<file path="src/rtl/div_clk_monitor.sv">
// Divided-clock health monitor: measures the rise-to-rise period of div_clk_in in clk cycles
// and reports lock, bad periods and missing edges to control/CSR logic.
module div_clk_monitor #(
  parameter  int DIV      = 3,
  parameter  int TOL      = 0,
  parameter  int LOCK_CNT = 4,
  parameter  int TIMEOUT  = 2*DIV,
  localparam int CNT_W    = $clog2(TIMEOUT+1)
) (
  input  logic             clk,
  input  logic             rst_n,
  input  logic             en,
  input  logic             div_clk_in,
  input  logic             err_clr,
  output logic [CNT_W-1:0] period,
  output logic             period_vld,
  output logic             locked,
  output logic             timeout,
  output logic             err,
  output logic [7:0]       err_cnt
);

  localparam int                GOOD_W    = $clog2(LOCK_CNT+1);
  localparam logic [CNT_W-1:0]  CNT_MAX   = CNT_W'(TIMEOUT);
  localparam logic [CNT_W-1:0]  CNT_ONE   = CNT_W'(1);
  localparam logic [GOOD_W-1:0] GOOD_MAX  = GOOD_W'(LOCK_CNT);
  localparam logic [GOOD_W-1:0] GOOD_LAST = GOOD_W'(LOCK_CNT-1);
  localparam logic [GOOD_W-1:0] GOOD_ONE  = GOOD_W'(1);

  typedef enum logic [1:0] {IDLE, WAIT, MEASURE, LOCKED} state_e;

  function automatic logic period_ok(input logic [CNT_W-1:0] c);
    int diff;
    diff = int'(c) - DIV;
    return (diff <= TOL) && (diff >= -TOL);
  endfunction

  function automatic logic [7:0] err_cnt_inc(input logic [7:0] v);
    return (v == 8'hFF) ? v : v + 8'd1;
  endfunction

  state_e              state_q, state_d;
  logic [2:0]          sync_q;
  logic [CNT_W-1:0]    cnt_q, cnt_d;
  logic [GOOD_W-1:0]   good_q, good_d;
  logic [CNT_W-1:0]    period_q, period_d;
  logic                vld_q, vld_d;
  logic                locked_q, locked_d;
  logic                tmo_q, tmo_d;
  logic                err_q, err_d;
  logic [7:0]          err_cnt_q, err_cnt_d;

  logic rise, measuring, good, tmo_hit, err_evt;

  // sync_q[1:0] is the synchroniser, sync_q[2] the edge-detect history
  always_ff @(posedge clk or negedge rst_n) begin
    if (!rst_n) sync_q <= '0;
    else        sync_q <= {sync_q[1:0], div_clk_in};
  end

  assign rise      = sync_q[1] & ~sync_q[2];
  assign measuring = (state_q == MEASURE) || (state_q == LOCKED);
  assign good      = period_ok(cnt_q);
  assign tmo_hit   = measuring && !rise && (cnt_q == CNT_MAX);
  assign err_evt   = en && (measuring && rise ? !good : tmo_hit);

  always_ff @(posedge clk or negedge rst_n) begin
    if (!rst_n) state_q <= IDLE;
    else        state_q <= state_d;
  end

  always_comb begin
    state_d = state_q;
    if (!en) begin
      state_d = IDLE;
    end else begin
      case (state_q)
        IDLE:    state_d = WAIT;
        WAIT:    if (rise) state_d = MEASURE;
        MEASURE: if (tmo_hit) state_d = WAIT;
                 else if (rise && good && good_q == GOOD_LAST) state_d = LOCKED;
        LOCKED:  if (tmo_hit) state_d = WAIT;
                 else if (rise && !good) state_d = MEASURE;
        default: state_d = IDLE;
      endcase
    end
  end

  always_comb begin
    cnt_d     = cnt_q;
    good_d    = good_q;
    period_d  = period_q;
    vld_d     = 1'b0;
    tmo_d     = 1'b0;
    locked_d  = locked_q;
    err_d     = err_q;
    err_cnt_d = err_cnt_q;
    if (!en) begin
      cnt_d    = '0;
      good_d   = '0;
      locked_d = 1'b0;
    end else begin
      if (err_clr) begin
        err_d     = 1'b0;
        err_cnt_d = '0;
      end
      case (state_q)
        WAIT: if (rise) cnt_d = CNT_ONE;
        MEASURE, LOCKED: begin
          if (rise) begin
            period_d = cnt_q;
            vld_d    = 1'b1;
            cnt_d    = CNT_ONE;
            if (good) begin
              // good_q saturates at LOCK_CNT while locked
              if (good_q < GOOD_MAX) good_d = good_q + GOOD_ONE;
              if (state_q == MEASURE && good_q == GOOD_LAST) locked_d = 1'b1;
            end else begin
              good_d   = '0;
              locked_d = 1'b0;
            end
          end else if (cnt_q == CNT_MAX) begin
            tmo_d    = 1'b1;
            good_d   = '0;
            locked_d = 1'b0;
            cnt_d    = '0;
          end else begin
            cnt_d = cnt_q + CNT_ONE;
          end
        end
        default: cnt_d = '0;
      endcase
      // an error in the same cycle as err_clr leaves a fresh count of one
      if (err_evt) begin
        err_d     = 1'b1;
        err_cnt_d = err_clr ? 8'd1 : err_cnt_inc(err_cnt_q);
      end
    end
  end

  always_ff @(posedge clk or negedge rst_n) begin
    if (!rst_n) begin
      cnt_q     <= '0;
      good_q    <= '0;
      period_q  <= '0;
      vld_q     <= 1'b0;
      locked_q  <= 1'b0;
      tmo_q     <= 1'b0;
      err_q     <= 1'b0;
      err_cnt_q <= '0;
    end else begin
      cnt_q     <= cnt_d;
      good_q    <= good_d;
      period_q  <= period_d;
      vld_q     <= vld_d;
      locked_q  <= locked_d;
      tmo_q     <= tmo_d;
      err_q     <= err_d;
      err_cnt_q <= err_cnt_d;
    end
  end

  assign period     = period_q;
  assign period_vld = vld_q;
  assign locked     = locked_q;
  assign timeout    = tmo_q;
  assign err        = err_q;
  assign err_cnt    = err_cnt_q;

endmodule

</file>
<file path="config.mk">
export PLATFORM = sky130hd
export DESIGN_NAME = div_clk_monitor
export DESIGN_NICKNAME = d
export VERILOG_FILES = /design/src/rtl/div_clk_monitor.sv
export SDC_FILE = /design/constraint.sdc
export NUM_CORES = 1
export LEC_CHECK = 0
export CAP_MARGIN = 5
export CORE_MARGIN = 3
export CORE_UTILIZATION = 47
export CTS_BUF_LIST = sky130_fd_sc_hd__clkbuf_4 sky130_fd_sc_hd__clkbuf_8 sky130_fd_sc_hd__clkbuf_16
export DETAILED_ROUTE_END_ITERATION = 8
export MAX_ROUTING_LAYER = met4
export PLACE_DENSITY = 0.79
export SETUP_SLACK_MARGIN = 0.3
export SLEW_MARGIN = 10
export SYNTH_ARGS = -nofsm -noshare
export SYNTH_HDL_FRONTEND = slang
export SYNTH_SLANG_ARGS = --single-unit
</file>
<file path="constraint.sdc">
create_clock -name clk -period 1.69 [get_ports clk]
set_clock_uncertainty 0.1 [all_clocks]
set_input_delay 0.507 -clock clk [delete_from_list [all_inputs] [get_ports clk]]
set_output_delay 0.507 -clock clk [all_outputs]
set_load 0.02 [all_outputs]
</file>
# ---- Word level (Yosys, flattened, before mapping)
# Cells that the tools add are included.
dict set report word_totals {
  inputBits 5
  output_inout_bits 15
  word_cells 92
  regBits 26
}
dict set report classes {
  eq_ne 14
  add_sub_neg 4
  bitwise_logic 2
  magnitude_cmp 3
  n_reduce_logical 21
  n_mux 38
}
# cell count
set ops {}
lappend ops {{two-way mux 8 bit} 4}
lappend ops {{two-way mux 3 bit} 10}
lappend ops {{two-way mux 1 bit} 16}
lappend ops {{AND reduction 3 bit} 5}
lappend ops {{two-way mux 2 bit} 6}
lappend ops {{!= test 4 x 3 -> 1 bit (second input constant)} 3}
lappend ops {{logical AND 1 bit} 9}
lappend ops {{adder 8 x 1 -> 8 bit (second input constant)} 1}
lappend ops {{== test 8 bit (second input constant)} 1}
lappend ops {{one-hot mux 2 bit (4 select lines)} 1}
lappend ops {{adder 3 x 1 -> 3 bit (second input constant)} 2}
lappend ops {{one-hot mux 3 bit (2 select lines)} 1}
lappend ops {{== test 2 bit (second input constant)} 2}
lappend ops {{>= comparator 4 x 1 -> 1 bit (second input constant)} 1}
lappend ops {{<= comparator 4 x 1 -> 1 bit (second input constant)} 1}
lappend ops {{!= test 4 bit (second input constant)} 1}
lappend ops {{subtractor 3 x 2 -> 4 bit (second input constant)} 1}
lappend ops {{== test 3 x 2 -> 1 bit (second input constant)} 1}
lappend ops {{== test 3 bit (second input constant)} 1}
lappend ops {{< comparator 3 bit (second input constant)} 1}
lappend ops {{!= test 3 x 1 -> 1 bit (second input constant)} 1}
lappend ops {{!= test 3 bit (second input constant)} 1}
lappend ops {{== test 2 x 1 -> 1 bit (second input constant)} 1}
lappend ops {{zero test 1 bit} 2}
lappend ops {{other kinds (9)} 9}

# ---- Longest topological paths before layout
dict set report logic_depth {
  word_depth 9
  depth_mapped 7
  ltp_nobuf 6
}

# ---- Worst setup path before layout
# Ideal clock, no wire load.
dict set report synth_path {
  path_kind {input-to-reg}
  from {input en}
  to {register err_cnt_q[1] (netlist: err_cnt[1])}
  path_buffers 2
  required_ns 1.456
  setup_time_ns 0.134
  setup_slack_ns -0.101
  path_stages 7
  arrival_ns 1.557
  path_cell_list {buf_2 -> and4b_1 -> clkbuf_2 -> and2_1 -> o21ai_1 -> mux2i_1 -> o22ai_1}
}
dict set report synth_via {
  elab_chain_cells 3
  word_cells_on_any_way 4
  classes_between {mux: 1; reduce/logical: 3}
}
# item line
set synth_lines {}
lappend synth_lines {{start: declaration} 12} ;# input logic en,
lappend synth_lines {{logical AND 1 bit} 65} ;# assign err_evt = en && (measuring && rise ? !good : tmo_hit);
lappend synth_lines {{nonzero test 2 bit (no source line)} --}
lappend synth_lines {{AND reduction 3 bit (no source line)} --}
lappend synth_lines {{end signal: assignment} 159} ;# err_cnt_q <= err_cnt_d;
lappend synth_lines {{end: declaration} 51} ;# logic [7:0] err_cnt_q, err_cnt_d;
# Parallel ways exist; a longest one is shown, timed or not.
# A chain may end at the register's enable or synchronous reset.

# ---- Final worst setup path
dict set report layout_path {
  from {register sync_q[1]}
  to {register err_cnt_q[7] (netlist: err_cnt[7])}
}
dict set report layout_via {
  elab_chain_cells 8
  word_cells_on_any_way 10
  classes_between {mux: 2; bitwise: 1; reduce/logical: 7}
}
# item line
set layout_lines {}
lappend layout_lines {{start: declaration} 43} ;# logic [2:0] sync_q;
lappend layout_lines {{start signal: assignment} 58} ;# else sync_q <= {sync_q[1:0], div_clk_in};
lappend layout_lines {{bitwise AND 1 bit *} 61} ;# assign rise = sync_q[1] & ~sync_q[2];
lappend layout_lines {{zero test 1 bit} 64} ;# assign tmo_hit = measuring && !rise && (cnt_q == CNT_MAX);
lappend layout_lines {{logical AND 1 bit (2 in series)} 64}
lappend layout_lines {{two-way mux 1 bit *} 65}
lappend layout_lines {{logical AND 1 bit *} 65}
lappend layout_lines {{nonzero test 2 bit (no source line)} --}
lappend layout_lines {{AND reduction 3 bit (no source line)} --}
# Every way passes the cells marked *; elsewhere a longest branch is shown, timed or not.

==> summary.md <==
| Metric | Value |
|---|---|
| Hold Path Stages | 0 |
| GR Overflow Total | 0 |
| Fmax | 565.7 MHz |
| DR WL/cell | roughly 17 µm |
| Switching Share | 0.2807 |
| Drt pass-1 iters | 4 |
| Util after Layout | 0.7749 |
| Vias in the first global route | between 1000 and 1500 |
| Critical path depth | 5 |
| Slew margin rel. | 0.8171 |
| Row Count | 18 |
| Synthesized cell area | 1335 µm² |
| IO Pins | 20 |
| #FFs+latches synth | 26 |
| Num CTS Buffers | 3 |
| Max-cap violations | 0 |
| Drt drc | 0 |
| Number of nets still failing antenna checks after routing | 0 |
| WP data arrival | 1880 ps |
| Syn_nets | about 140 |
| Failing checks | setup timing |
| Clock Latency Late Sink | between 300 and 400 ps |
| Count of different cell masters after synthesis | 38 |
| Power per Cell Area | around 650 nW/µm² |
| H-tree depth | 1 |
| Area growth, synth to finish | 50.33% |
| Register share of total power | 0.526 |
| Cell family with most CP delay | simple AND/OR/NAND/NOR gates |
| Initial Utilization | 0.5155 |
| Run status | complete, but fails checks |
| Total track usage | 0.2222 |
| Switch Pwr | between 0.3 and 0.4 mW |
| Clock Sinks | 26 |
| Post-synthesis cell count | around 140 |
| Slowest CP cell | or3_4 |
| Worst Hold Class | reg -> reg |
| Hold WS | ~270 ps |
| DP HPWL | 2.207 mm |
| Placer Congestion | a little under 0.9 |
| Worst Path Required | approximately 1800 ps |
| Synthesized area per cell | just under 10 µm² |
| Die X | approximately 60 µm |
| Post-DP Area | approximately 1700 µm² |
| Synth Flop Type | dfrtp_1 |
| Drt total wl | about 3.6 mm |
| Reg2reg path depth | 5 |
| Root buf cell | clkbuf_4 |
| Clock tree buffer depth | 2 |
| Nets@finish | 197 |
| Min Tclk post-route | around 1800 ps |
| Clock transition at path regs | approximately 140 ps |
| Clock share of power | 0.239 |
| Kind of critical path | reg -> reg |
| Crit share post-route | 1.046 |
| Final Hold Viols | 0 |
| ANT cells | 0 |
| Async set-reset flop share out of synthesis | 1.000 |
| Port-buffer cells | 19 |
| Fin. max-slew vios | 0 |
| Die ar. | ~3500 µm² |
| Crit-path max FO | 5 |
| CTS tree | built |
| CP Capture Type | register |
| IR Drop Worst-Case VDD | roughly 0.62 mV |
| Setup violators final | 3 |
| Unrepaired setup endpoints after global routing | true |
| Critical Path Start Type | register |
| Critical path cell sequence | and2b_1 -> or3_4 -> a211oi_4 -> mux2i_1 -> nor2_1 |
| EDFF count, synth | 0 |
| Int Pwr | 0.9373 mW |
| Least-Margin Pin Slew | around 270 ps |
| First-pass GRT wire length | roughly 5.8 mm |
| Post-synthesis sequential area ratio | 0.4873 |
| Die Span Y | around 60 µm |
| CP bufs+invs | 0 |
| Comb power frac | 0.235 |
| Vias | about 1300 |
| Syn. warnings | 0 |
| Worst path max stage delay | between 400 and 500 ps |
| Initial antenna violation count | 0 |
| DR vias/cell | ~5.8 |
| Core Region | approximately 2600 µm² |
| Initial DRC Count | 47 |
| Final instance area | roughly 2000 µm² |
| Ratio of cells with drive above 1 in the final layout | 0.4202 |
| LEAKAGE | 0.9605 nW |
| Post-layout worst setup margin | -77.81 ps |
| Largest net degree at the start of global routing | 27 |
[cells by family after synthesis]
group           synth area share
simple gates              0.1931
compound gates            0.1753
mux                      0.05529
xor+xnor                 0.01968
buf+inv                  0.04123
fa+ha+maj                0.02812
flops                     0.4873
[state kept, by name, indices dropped and copies added, names as in the netlist, 2 cells and up]
| signal | count |
|---|---|
| sync_q | 3 |
| cnt_q | 3 |
| state_q | 2 |
| good_q | 3 |
| err_cnt | 8 |
| period | 3 |
[worst paths after layout]
path	start	end	slack, ps
worst max-delay path	sync_q[1]$_DFF_PN0_	err_cnt[7]$_DFFE_PN0P_	-80
worst max register to register	sync_q[1]$_DFF_PN0_	err_cnt[7]$_DFFE_PN0P_	-80
max in group asynchronous	rst_n	err_cnt[1]$_DFFE_PN0P_	900
worst min register to register	sync_q[0]$_DFF_PN0_	sync_q[1]$_DFF_PN0_	270
worst min-delay path	sync_q[0]$_DFF_PN0_	sync_q[1]$_DFF_PN0_	270
min in group asynchronous	rst_n	state_q[0]$_DFFE_PN0P_	420
[per-stage QoR]
stage	setup slack [ps]	TNS [ps]	power [mW]	std cells
floorplan	-12.70	-20.65	0.8121	135
global placement	-486.4	-5137	0.9377	202
detailed placement	-546.9	-5360	0.9433	202
CTS	-13.00	-13.00	1.287	213
global route	-140.0	-552.6	1.368	218
finish	-77.81	-101.3	1.303	218
[layer usage]
metal	vias to the layer above	global-route usage	part of all wire
met5	-	-	0
met4	0	0.09385	0.030
met3	14	0.03922	0.053
met2	58	0.3448	0.51
met1	603	0.2847	0.41
li1	592	-	-
[synthesized netlist by cell type, drive strengths merged, types with 3 or more instances]
master	number	area, µm²
clkbuf	4	16.26
nand4	4	25.02
a21oi	6	30.03
xnor2	3	26.28
nor2	9	33.78
nand3b	4	42.54
nand3	7	35.03
mux2i	4	40.04
o2111ai	3	26.28
ha	3	37.54
nand2	10	37.54
nor3	3	15.01
inv	9	33.78
o22ai	4	25.02
dfrtp	26	650.6
o21ai	12	60.05
mux2	3	33.78
[power by group through the flow]
stage / Sequential [mW] / Combinational [mW] / Clock [mW]
after detailed placement: 0.692 / 0.251 / 0
after floorplan: 0.730 / 0.0824 / 0
after CTS: 0.683 / 0.284 / 0.321
final: 0.685 / 0.306 / 0.312
after global routing: 0.690 / 0.326 / 0.352
after global placement: 0.691 / 0.246 / 0
[cells in the final DEF, fill, tap and decap left out, drive strengths merged, types with 3 or more instances in the layout]
cell type      instances
nand3                  7
nand4                  4
o2111ai                3
clkbuf                 4
inv                    9
dfrtp                 26
o22ai                  4
a21oi                  6
clkdlybuf4s50          3
mux2i                  4
nor3                   3
o21ai                 12
nand3b                 4
mux2                   3
ha                     3
xnor2                  3
nand2                 10
buf                   50
nor2                   9
[worst register-to-register path: stages (launching register included)]
cell      delay [ps]
dfrtp_1          410
and2b_1          190
or3_4            430
a211oi_4         270
mux2i_1          220
nor2_1            60
[area by class of cell]
type,count,area (µm²)
inverter,9,36.28
sequential,26,653.1
timing repair buffer,54,513.0
fill,165,583.1
clock buffer,4,36.28
multi-input combinational,95,730.7
tap,30,37.54
[repair_timing]
action | 4_1_cts | 5_1_grt
buffers inserted | 7 | 5
endpoints found under the hold margin | 0 | 0
cloned | 0 | 0
gates resized for setup | 116 | 14
setup endpoints to repair | 36 | 37
pin swaps | 13 | 9
hold buffers | 0 | 0
Power figures use the tool's default switching activity.
